### config.mk
export PLATFORM = sky130hd
export DESIGN_NAME = dmrs_zc_phase_gen
export DESIGN_NICKNAME = d
export VERILOG_FILES = /design/src/rtl/dmrs_pkg.sv /design/src/rtl/zc_phase_accum.sv /design/src/rtl/dmrs_zc_phase_gen.sv
export SDC_FILE = /design/constraint.sdc
export NUM_CORES = 1
export LEC_CHECK = 0
export ABC_AREA = 1
export BUFFER_PORTS_ARGS = -buffer_cell sky130_fd_sc_hd__buf_2
export CELL_PAD_IN_SITES_DETAIL_PLACEMENT = 0
export CELL_PAD_IN_SITES_GLOBAL_PLACEMENT = 2
export CORE_MARGIN = 5
export CORE_UTILIZATION = 32
export CTS_CLUSTER_DIAMETER = 50
export DETAILED_ROUTE_END_ITERATION = 8
export PLACE_DENSITY = 0.74
export SYNTH_ARGS = -nofsm -noshare
export SYNTH_HDL_FRONTEND = slang
export SYNTH_SLANG_ARGS = --single-unit
### constraint.sdc
create_clock -name clk_i -period 4.85 [get_ports clk_i]
set_input_delay 0.2425 -clock clk_i [delete_from_list [all_inputs] [get_ports clk_i]]
set_output_delay 0.2425 -clock clk_i [all_outputs]
set_load 0.005 [all_outputs]
### src/rtl/dmrs_pkg.sv
// Shared types and constants for the PUSCH DM-RS phase generator.
// Phases are unsigned turns of 2*pi, modulo 1.
package dmrs_pkg;

    typedef enum logic [1:0] {
        StIdle,
        StCalc,
        StRun,
        StDone
    } state_e;

    // Lengths at or above this use the Zadoff-Chu recursion; below it the phi table.
    localparam int unsigned SHORT_LEN_MAX = 36;
    // Length-30 sequences reuse the ZC path with Nzc=31 and a +1 index offset.
    localparam int unsigned M30_LEN       = 30;

    localparam int unsigned DEF_PHASE_W   = 15;
    localparam int unsigned DEF_STEP_W    = 26;
    localparam int unsigned DEF_LEN_W     = 10;
    // Fractional width of the 1/nzc reciprocal input.
    localparam int unsigned REC_FRAC_W    = 30;

    // phi*pi/4 as a Q0.32 turn value: phi/8 turns, i.e. phi in the top three bits.
    function automatic logic [31:0] phi_to_turns(input logic [2:0] phi);
        return {phi, 29'd0};
    endfunction

endpackage

### src/rtl/zc_phase_accum.sv
// Zadoff-Chu phase recursion: tracks m = (n + offset) mod nzc together with the
// running step (m*q/nzc) and the phase zc(m) = -sum(step) turns.
module zc_phase_accum
    import dmrs_pkg::*;
#(
    parameter int unsigned PHASE_W = DEF_PHASE_W,
    parameter int unsigned STEP_W  = DEF_STEP_W,
    parameter int unsigned LEN_W   = DEF_LEN_W
) (
    input  logic               clk_i,
    input  logic               rst_ni,
    input  logic               init_i,
    input  logic               offset_i,
    input  logic               advance_i,
    input  logic [STEP_W-1:0]  step_inc_i,
    input  logic [LEN_W-1:0]   nzc_i,
    output logic [PHASE_W-1:0] zc_o
);

    localparam int unsigned RND_SH = STEP_W - PHASE_W;

    logic [LEN_W-1:0]   m_q, m_d;
    logic [STEP_W-1:0]  step_q, step_d, base_step, adv_step;
    logic [PHASE_W-1:0] zc_q, zc_d, base_zc, adv_zc;
    logic [STEP_W:0]    step_rnd;

    // One recursion step from either the cleared state (init) or the current state.
    always_comb begin
        base_step = init_i ? '0 : step_q;
        base_zc   = init_i ? '0 : zc_q;
        adv_step  = base_step + step_inc_i;
        step_rnd  = {1'b0, adv_step} + ((STEP_W + 1)'(1) << (RND_SH - 1));
        adv_zc    = base_zc - PHASE_W'(step_rnd >> RND_SH);

        m_d    = m_q;
        step_d = step_q;
        zc_d   = zc_q;
        if (init_i) begin
            if (offset_i) begin
                m_d    = LEN_W'(1);
                step_d = adv_step;
                zc_d   = adv_zc;
            end else begin
                m_d    = '0;
                step_d = '0;
                zc_d   = '0;
            end
        end else if (advance_i) begin
            // Cyclic extension: after m = nzc-1 the sequence restarts at m = 0.
            if (m_q == nzc_i - LEN_W'(1)) begin
                m_d    = '0;
                step_d = '0;
                zc_d   = '0;
            end else begin
                m_d    = m_q + LEN_W'(1);
                step_d = adv_step;
                zc_d   = adv_zc;
            end
        end
    end

    // Recursion state registers.
    always_ff @(posedge clk_i or negedge rst_ni) begin
        if (!rst_ni) begin
            m_q    <= '0;
            step_q <= '0;
            zc_q   <= '0;
        end else begin
            m_q    <= m_d;
            step_q <= step_d;
            zc_q   <= zc_d;
        end
    end

    assign zc_o = zc_q;

endmodule

### src/rtl/dmrs_zc_phase_gen.sv
// Multi-port PUSCH DM-RS phase generator: per start, streams m_len phase words per
// antenna port over ready/valid. Optional feature macro: DMRS_CS_EN adds per-port
// cyclic-shift ramps; without it every port carries the bare sequence phase.
module dmrs_zc_phase_gen
    import dmrs_pkg::*;
#(
    parameter int unsigned N_PORTS = 2,
    parameter int unsigned PHASE_W = DEF_PHASE_W,
    parameter int unsigned STEP_W  = DEF_STEP_W,
    parameter int unsigned LEN_W   = DEF_LEN_W
) (
    input  logic                       clk_i,
    input  logic                       rst_ni,
    input  logic                       start_i,
    input  logic                       abort_i,
    input  logic [LEN_W-1:0]           m_len_i,
    input  logic [LEN_W-1:0]           q_i,
    input  logic [LEN_W-1:0]           nzc_i,
    input  logic [REC_FRAC_W-1:0]      nzc_rec_i,
    input  logic [2:0]                 phi_in_i,
    input  logic [N_PORTS*PHASE_W-1:0] cs_step_i,
    output logic [LEN_W-1:0]           idx_o,
    output logic [N_PORTS*PHASE_W-1:0] out_phase_o,
    output logic                       out_valid_o,
    input  logic                       out_ready_i,
    output logic                       busy_o,
    output logic                       done_o
);

    localparam int unsigned PROD_W = LEN_W + REC_FRAC_W;
    localparam int unsigned INC_SH = REC_FRAC_W - STEP_W;

    state_e             state_q, state_d;
    logic               is_calc, accept, last, offset_d, long_mode, short_mode;
    logic [LEN_W-1:0]   m_len_q, nzc_q, idx_q;
    logic [STEP_W-1:0]  step_inc_q, step_inc_d, step_inc_use;
    logic [PHASE_W-1:0] zc_long, zc_sel;

    assign is_calc  = (state_q == StCalc);
    // abort takes priority over a same-cycle handshake.
    assign accept   = out_valid_o & out_ready_i & ~abort_i;
    assign last     = (idx_q == m_len_q - LEN_W'(1));
    assign offset_d = (m_len_i == LEN_W'(M30_LEN));
    assign idx_o    = idx_q;

    // FSM state register.
    always_ff @(posedge clk_i or negedge rst_ni) begin
        if (!rst_ni) begin
            state_q <= StIdle;
        end else begin
            state_q <= state_d;
        end
    end

    // FSM next-state logic.
    always_comb begin
        state_d = state_q;
        unique case (state_q)
            StIdle:  if (start_i) state_d = StCalc;
            StCalc:  state_d = StRun;
            StRun:   if (accept && last) state_d = StDone;
            StDone:  state_d = StIdle;
            default: state_d = StIdle;
        endcase
        if (abort_i) state_d = StIdle;
    end

    // FSM outputs.
    always_comb begin
        out_valid_o = 1'b0;
        busy_o      = 1'b0;
        done_o      = 1'b0;
        unique case (state_q)
            StCalc: busy_o = 1'b1;
            StRun: begin
                busy_o      = 1'b1;
                out_valid_o = 1'b1;
            end
            StDone:  done_o = 1'b1;
            default: ;
        endcase
    end

    // q/nzc step rounded half-up to STEP_W fractional bits; integer turns drop out.
    always_comb begin
        step_inc_d   = STEP_W'((PROD_W'(q_i) * PROD_W'(nzc_rec_i)
                               + (PROD_W'(1) << (INC_SH - 1))) >> INC_SH);
        step_inc_use = is_calc ? step_inc_d : step_inc_q;
    end

    // Sequence parameters latched in CALC; sample index advances per accept.
    always_ff @(posedge clk_i or negedge rst_ni) begin
        if (!rst_ni) begin
            m_len_q    <= '0;
            nzc_q      <= '0;
            step_inc_q <= '0;
            idx_q      <= '0;
        end else if (is_calc) begin
            m_len_q    <= m_len_i;
            nzc_q      <= nzc_i;
            step_inc_q <= step_inc_d;
            idx_q      <= '0;
        end else if (accept) begin
            idx_q      <= idx_q + LEN_W'(1);
        end
    end

    zc_phase_accum #(
        .PHASE_W (PHASE_W),
        .STEP_W  (STEP_W),
        .LEN_W   (LEN_W)
    ) u_zc_phase_accum (
        .clk_i      (clk_i),
        .rst_ni     (rst_ni),
        .init_i     (is_calc),
        .offset_i   (offset_d),
        .advance_i  (accept),
        .step_inc_i (step_inc_use),
        .nzc_i      (nzc_q),
        .zc_o       (zc_long)
    );

    // Sequence phase: ZC recursion, phi table, or zero for unsupported short lengths.
    always_comb begin
        long_mode  = (m_len_q >= LEN_W'(SHORT_LEN_MAX)) || (m_len_q == LEN_W'(M30_LEN));
        short_mode = (m_len_q == LEN_W'(6))  || (m_len_q == LEN_W'(12)) ||
                     (m_len_q == LEN_W'(18)) || (m_len_q == LEN_W'(24));
        if (long_mode) begin
            zc_sel = zc_long;
        end else if (short_mode) begin
            zc_sel = PHASE_W'(phi_to_turns(phi_in_i) >> (32 - PHASE_W));
        end else begin
            zc_sel = '0;
        end
    end

`ifdef DMRS_CS_EN
    logic [N_PORTS-1:0][PHASE_W-1:0] ramp_q, cs_step_q;

    // Per-port cyclic-shift ramps: cleared in CALC, stepped on each accepted sample.
    always_ff @(posedge clk_i or negedge rst_ni) begin
        if (!rst_ni) begin
            ramp_q    <= '0;
            cs_step_q <= '0;
        end else if (is_calc) begin
            ramp_q    <= '0;
            cs_step_q <= cs_step_i;
        end else if (accept) begin
            for (int k = 0; k < N_PORTS; k++) begin
                ramp_q[k] <= ramp_q[k] + cs_step_q[k];
            end
        end
    end

    // Port phase = sequence phase + port ramp, modulo one turn.
    always_comb begin
        out_phase_o = '0;
        for (int k = 0; k < N_PORTS; k++) begin
            out_phase_o[k*PHASE_W +: PHASE_W] = zc_sel + ramp_q[k];
        end
    end
`else
    logic unused_cs_step;
    assign unused_cs_step = ^cs_step_i;

    // Every port carries the bare sequence phase.
    always_comb begin
        out_phase_o = '0;
        for (int k = 0; k < N_PORTS; k++) begin
            out_phase_o[k*PHASE_W +: PHASE_W] = zc_sel;
        end
    end
`endif

endmodule

==> impl_metrics.tcl, run 1 <==
set metrics [dict create \
    cts_buffer_depth 2 \
    critPathArrivalTime_ps 7870 \
    grt_overflow_total 0 \
    htree_levels 3 \
    slowest_delay_ps 530 \
    slowest_stage "fa_1" \
    die_area_um2 53600 \
    vias_per_cell 4.47 \
    wl_per_cell_um 14.1 \
    rsz0062_at_grt "true" \
    ys_seq_area_frac 0.174 \
    netlist_area_um2 15700 \
    fin_area_um2 22600 \
    critical_path_depth 47 \
    grt_pass1_wl_mm 78.2 \
    r2r_start "state_q[1]" \
    antenna_found_initial 0 \
    synth_seq_cells 109 \
    hold_viol 41 \
    fin_util 0.464 \
    clock_tree.root_cell "clkbuf_16" \
    core_area_um2 48700 \
    fp.dieH_um 232 \
    critPathLaunchType "input port" \
    wirelength_mm 47.0 \
    synth_edf_count 0 \
    grtUsageMet2 0.309 \
    fp.dieW_um 232 \
    vias 14900 \
    critPathTopFamily "adder cells" \
    rows 81 \
    dp_cells 3200 \
    synth_top_area_frac 0.236 \
    clock.fmax_ghz 0.132 \
    grt_max_degree 63 \
    n_antenna_cell 0 \
    worstSkewPairLatency_ps 380 \
    area_growth_pct 43.9 \
    cts_tree "yes" \
    maxCapViolations 0 \
    critPathBufInv 9 \
    io_pins 141 \
    detail_route.iter0.violations 610 \
    drc 0 \
    status "finished with violations" \
    period_needed_ps 7590 \
    holdWs_ps -18.0 \
    cts-buffers-inserted 9 \
    crit_required_ps 5130 \
    final_cells 3330 \
    fin_skew_ps 18.2 \
    synthArstFlopShare 1.00 \
    io_buffers 110 \
    clk_pin_slew_ps 90 \
    num-nets-final 3037 \
    ys_top_cells_by_count "nand2_1, inv_1, fa_1" \
    worst_slew_pin_slew_ps 844 \
    yosysWarnings 0 \
    postRouteAntennaNets 0 \
    gp_congestion 0.853 \
    synth_top_cells_by_area "fa_1, dfrtp_1, nand2_1, inv_1, ha_1" \
    violations "hold timing, setup timing" \
    critPathMaxFanout 6 \
    critPathLaunch "q_i[1]" \
    multiInputGateArea_um2 12500 \
    synth.most_common_cell "nand2_1" \
    start_util 0.322 \
    dp_hpwl_mm 37.2 \
    path_class "in2reg" \
    seq_area_um2 2730 \
    grt_pass1_vias 15600 \
    drv_slew 0 \
    clkSinkCount 109 \
    fill_cells 4870 \
    drt_pass1_iterations 4 \
    grt_util_all_layers 0.177 \
    synth_flop_cell "dfrtp_1" \
    synth_area_per_cell_um2 7.15 \
    relSlewSlack 0.438 \
    worstHoldPathType "in2async" \
    busiest_layer "met2" \
    grt_util_met3 0.0175 \
    drive_gt1_frac 0.348 \
    postPlaceCellArea_um2 19600 \
    grt_use_met1 0.242 \
    worstSetupEndpointType "flip-flop" \
    setup_viol 36 \
    netlist_instances 2196 \
    worst-r2r-cell-count 35 \
    fin_ws_ps -2740 \
    post-route-period-util 1.57 \
    ctsHoldBuffers 0 \
    synth_fp_nets 2572 \
    synth_largest_area_cell "fa_1" \
    ys_types 51 \
]
==> metrics by stage <==
stage,setup TNS [ps],worst slack (ps)
2_1_floorplan,-42230,-2680
3_3_place_gp,-75420,-3490
3_5_place_dp,-76650,-3470
4_1_cts,-47820,-2680
5_1_grt,-61020,-3240
6_report,-48350,-2740
==> registers in the layout, summed over array words and instances (netlist names) <==
register	count
u_zc_phase_accum.m_q	10
m_len_q	10
state_q	2
nzc_q	10
step_inc_q	26
idx_o	10
u_zc_phase_accum.step_q	26
u_zc_phase_accum.zc_o	15
==> worst register-to-register path: cells and delay by family (launching register included) <==
kind                     cells  cell delay, ps
AND/OR/NAND/NOR             17            1900
buffers and inverters       10            1180
adder cells (fa/ha/maj)      3             860
AO/OA/AOI/OAI                4             490
flip-flops                   1             360
XOR/XNOR                     1              70
==> area by class of cell <==
type                    instances  area share
multi-input cells            1486       0.552
repair buffers                544       0.191
flip-flops and latches        109       0.121
inverters                     511      0.0853
well taps                     664      0.0367
clock buffers                   9     0.00996
clock inverters                 7     0.00382
==> final timing paths <==
check / to / slack [ps]
max: u_zc_phase_accum.zc_o[14] / -2740
min: idx_o[6] / -20
max reg2reg: u_zc_phase_accum.zc_o[14] / -120
min reg2reg: u_zc_phase_accum.zc_o[14] / 490
max in group asynchronous: idx_o[1] / 3670
min in group clk_i: nzc_q[9] / 70
==> metal layers <==
layer,share of wire,vias up
li1,-,7512
met1,0.47,7170
met2,0.49,154
met3,0.021,42
met4,0.018,0
met5,0,-
==> repair_timing <==
item / 4_1_cts / 5_1_grt
cloned: 3 / 0
pin swaps: 155 / 96
gates resized for setup: 282 / 154
setup endpoints to repair: 42 / 45
setup buffers: 87 / 26
==> logic make-up after synthesis <==
kind of cell / share of synthesized area
AOI/OAI and AO/OA: 0.0858
adders and majority gates: 0.310
xor gates and xnor gates: 0.0479
and+or+nand+nor: 0.234
buffers and inverters: 0.149
DFF: 0.174
==> cell usage in the layout, fill, tap and decap left out, drive strengths merged, types with 9 or more instances in the layout <==
cell type / Yosys / final
o22ai: 38 / 38
nor2: 137 / 137
o21ai: 79 / 79
xor2: 54 / 54
inv: 511 / 516
buf: 33 / 543
clkbuf: 57 / 9
ha: 93 / 93
nand4: 18 / 18
fa: 185 / 185
dfrtp: 109 / 109
nor3: 19 / 19
a21oi: 78 / 78
nand2: 615 / 615
xnor2: 32 / 32
nand3: 66 / 66
Power of run 1 is not shown: default switching activity piles up to over one toggle a cycle in this logic, so the estimate is an artifact.
==> inputs of run 2 (changes only) <==
ABC_AREA = unset   (was 1)
CORE_UTILIZATION = 35   (was 32)
PLACE_DENSITY = 0.75   (was 0.74)
==> impl_metrics.tcl, run 2 <==
set metrics [dict create \
    period_needed_ps 8350 \
    ys_seq_area_frac 0.180 \
    wirelength_mm 42.9 \
    grt_util_met3 0.0162 \
    cpMostUsedCell "fa_1" \
    fp.dieH_um 218 \
    synth.most_common_cell "nand2_1" \
    yosysWarnings 0 \
    fin_ws_ps -3500 \
    netlist_area_um2 15100 \
    grt_util_all_layers 0.182 \
    final_common_cell "buf_4" \
    synthArstFlopShare 1.00 \
    synth_top_cells_by_area "fa_1, dfrtp_1, ha_1, and2_1, nand2_1" \
    layout_common_cells "buf_4, nand2_1, inv_1, fa_1, and2_1" \
    clkSinkCount 109 \
    drv_slew 0 \
    relSlewSlack 0.353 \
    dp_hpwl_mm 33.4 \
    holdWs_ps 27.9 \
    gp_congestion 0.829 \
    area_growth_pct 43.1 \
    die_area_um2 47400 \
    busiest_layer "met2" \
    violations "setup timing" \
    vias_per_cell 4.78 \
    grt_max_degree 72 \
    status "finished with violations" \
    drive_gt1_frac 0.400 \
    clock_tree.root_cell "clkbuf_16" \
    slowest_stage "fa_1" \
    ctsHoldBuffers 0 \
    num-nets-final 2485 \
    hold_viol 0 \
    synth_area_per_cell_um2 8.90 \
    rsz0062_at_grt "true" \
    grt_pass1_wl_mm 71.5 \
    wl_per_cell_um 15.9 \
    fin_skew_ps 17.0 \
    path_class "in2reg" \
    worst_slew_pin_slew_ps 971 \
    io_pins 141 \
    seq_area_um2 2730 \
    cts-buffers-inserted 9 \
    pre_cts_ws_ps -4110 \
    io_buffers 110 \
    dp_cells 2597 \
    synth_seq_cells 109 \
    grtUsageMet2 0.311 \
    fp.dieW_um 218 \
    drt_pass1_iterations 5 \
    fill_cells 3950 \
    grt_overflow_total 0 \
    n_antenna_cell 0 \
    maxCapViolations 0 \
    ys_top_cells_by_count "nand2_1, inv_1, fa_1" \
    core_area_um2 42900 \
    netlist_instances 1698 \
    clock.fmax_ghz 0.120 \
    synth_largest_area_cell "fa_1" \
    final_cells 2698 \
    slowest_delay_ps 560 \
    detail_route.iter0.violations 470 \
    critPathArrivalTime_ps 8610 \
    worstSetupEndpointType "flip-flop" \
    cts_tree "yes" \
    post-route-period-util 1.72 \
    synth_top_area_frac 0.245 \
    drc 0 \
    rows 76 \
    grt_use_met1 0.256 \
    ys_types 87 \
    postRouteAntennaNets 0 \
    worstHoldPathType "in2async" \
    final.setup.tns_ps -72260 \
    crit_required_ps 5110 \
    multiInputGateArea_um2 13200 \
    start_util 0.352 \
    setup_viol 44 \
    htree_levels 3 \
    worstSkewPairLatency_ps 370 \
    antenna_found_initial 0 \
    grt_pass1_vias 13900 \
    synth_edf_count 0 \
    clk_pin_slew_ps 80 \
    critPathMaxFanout 6 \
    cts_buffer_depth 2 \
    critPathLaunchType "input port" \
    synth_flop_cell "dfrtp_1" \
    vias 12900 \
    synth_fp_nets 2074 \
]
-- run 2: cell count changes in the layout (fill, tap and decap cells not counted), moves of 20 or more --
cell and change:
nand2_1 -320, inv_1 -284, and2_1 +116, buf_4 -84, nand2_2 -76, nor2_1 -58, nor2b_1 +49, buf_6 +32
o22ai_1 -31, nand3_1 -30, mux2_2 +24, inv_2 -23, xnor2_1 +21, nand2b_1 +20
-- run 2: metal layers --
metal  share of wire  up-vias
li1                -     6307
met1            0.48     6407
met2            0.49      158
met3           0.019       34
met4           0.012        0
met5               0        -
-- run 2: repair_timing --
item	4_1_cts	5_1_grt
pin swaps	147	128
endpoints found under the hold margin	0	0
setup endpoints to repair	49	52
gates cloned	0	1
resized for setup	257	153
buffers inserted	67	45
-- run 2: stage by stage --
step	utilization	instance area (um2)
finish	0.504	21600
global route	0.504	21600
CTS	0.483	20700
detailed placement	0.440	18900
global placement	0.440	18900
floorplan	-	15900
-- run 2: kinds of logic after synthesis --
group           after synthesis  synth area share
fa+ha+maj                   278             0.322
xor+xnor                    115            0.0686
simple gates                595             0.202
mux                          39            0.0288
flops                       109             0.180
buf+inv                     291            0.0774
compound gates              271             0.120
-- run 2: area by class of cell --
cell class | instances | area share
Timing Repair Buffer | 490 | 0.183
Multi-Input combinational cell | 1298 | 0.609
Inverter | 201 | 0.0350
Clock buffer | 11 | 0.0112
Clock inverter | 4 | 0.00156
Sequential cell | 109 | 0.126
Tap cell | 585 | 0.0339
-- run 2: worst max-delay path, delay by kind of cell --
kind                     cells  cell delay, ps
AO/OA/AOI/OAI               12            2210
buffers and inverters        6             640
multiplexers                 1             290
AND/OR/NAND/NOR              8            1150
adder cells (fa/ha/maj)      8            3280
XOR/XNOR                     4             800
-- run 2: path summary, 6_finish.rpt --
| kind | slack, ps | cells past startpoint | end | from |
|---|---|---|---|---|
| min | 30 | 1 | u_zc_phase_accum.m_q[9] | rst_ni |
| max | -3500 | 39 | u_zc_phase_accum.zc_o[14] | nzc_rec_i[5] |
| min in group clk_i | 90 | 3 | nzc_q[1] | nzc_i[1] |
| max reg2reg | -560 | 25 | u_zc_phase_accum.zc_o[14] | state_q[1] |
| max in group asynchronous | 3710 | 2 | u_zc_phase_accum.step_q[9] | rst_ni |
| min reg2reg | 470 | 2 | u_zc_phase_accum.step_q[9] | u_zc_phase_accum.step_q[9] |
Power of run 2 is left out for the same reason.
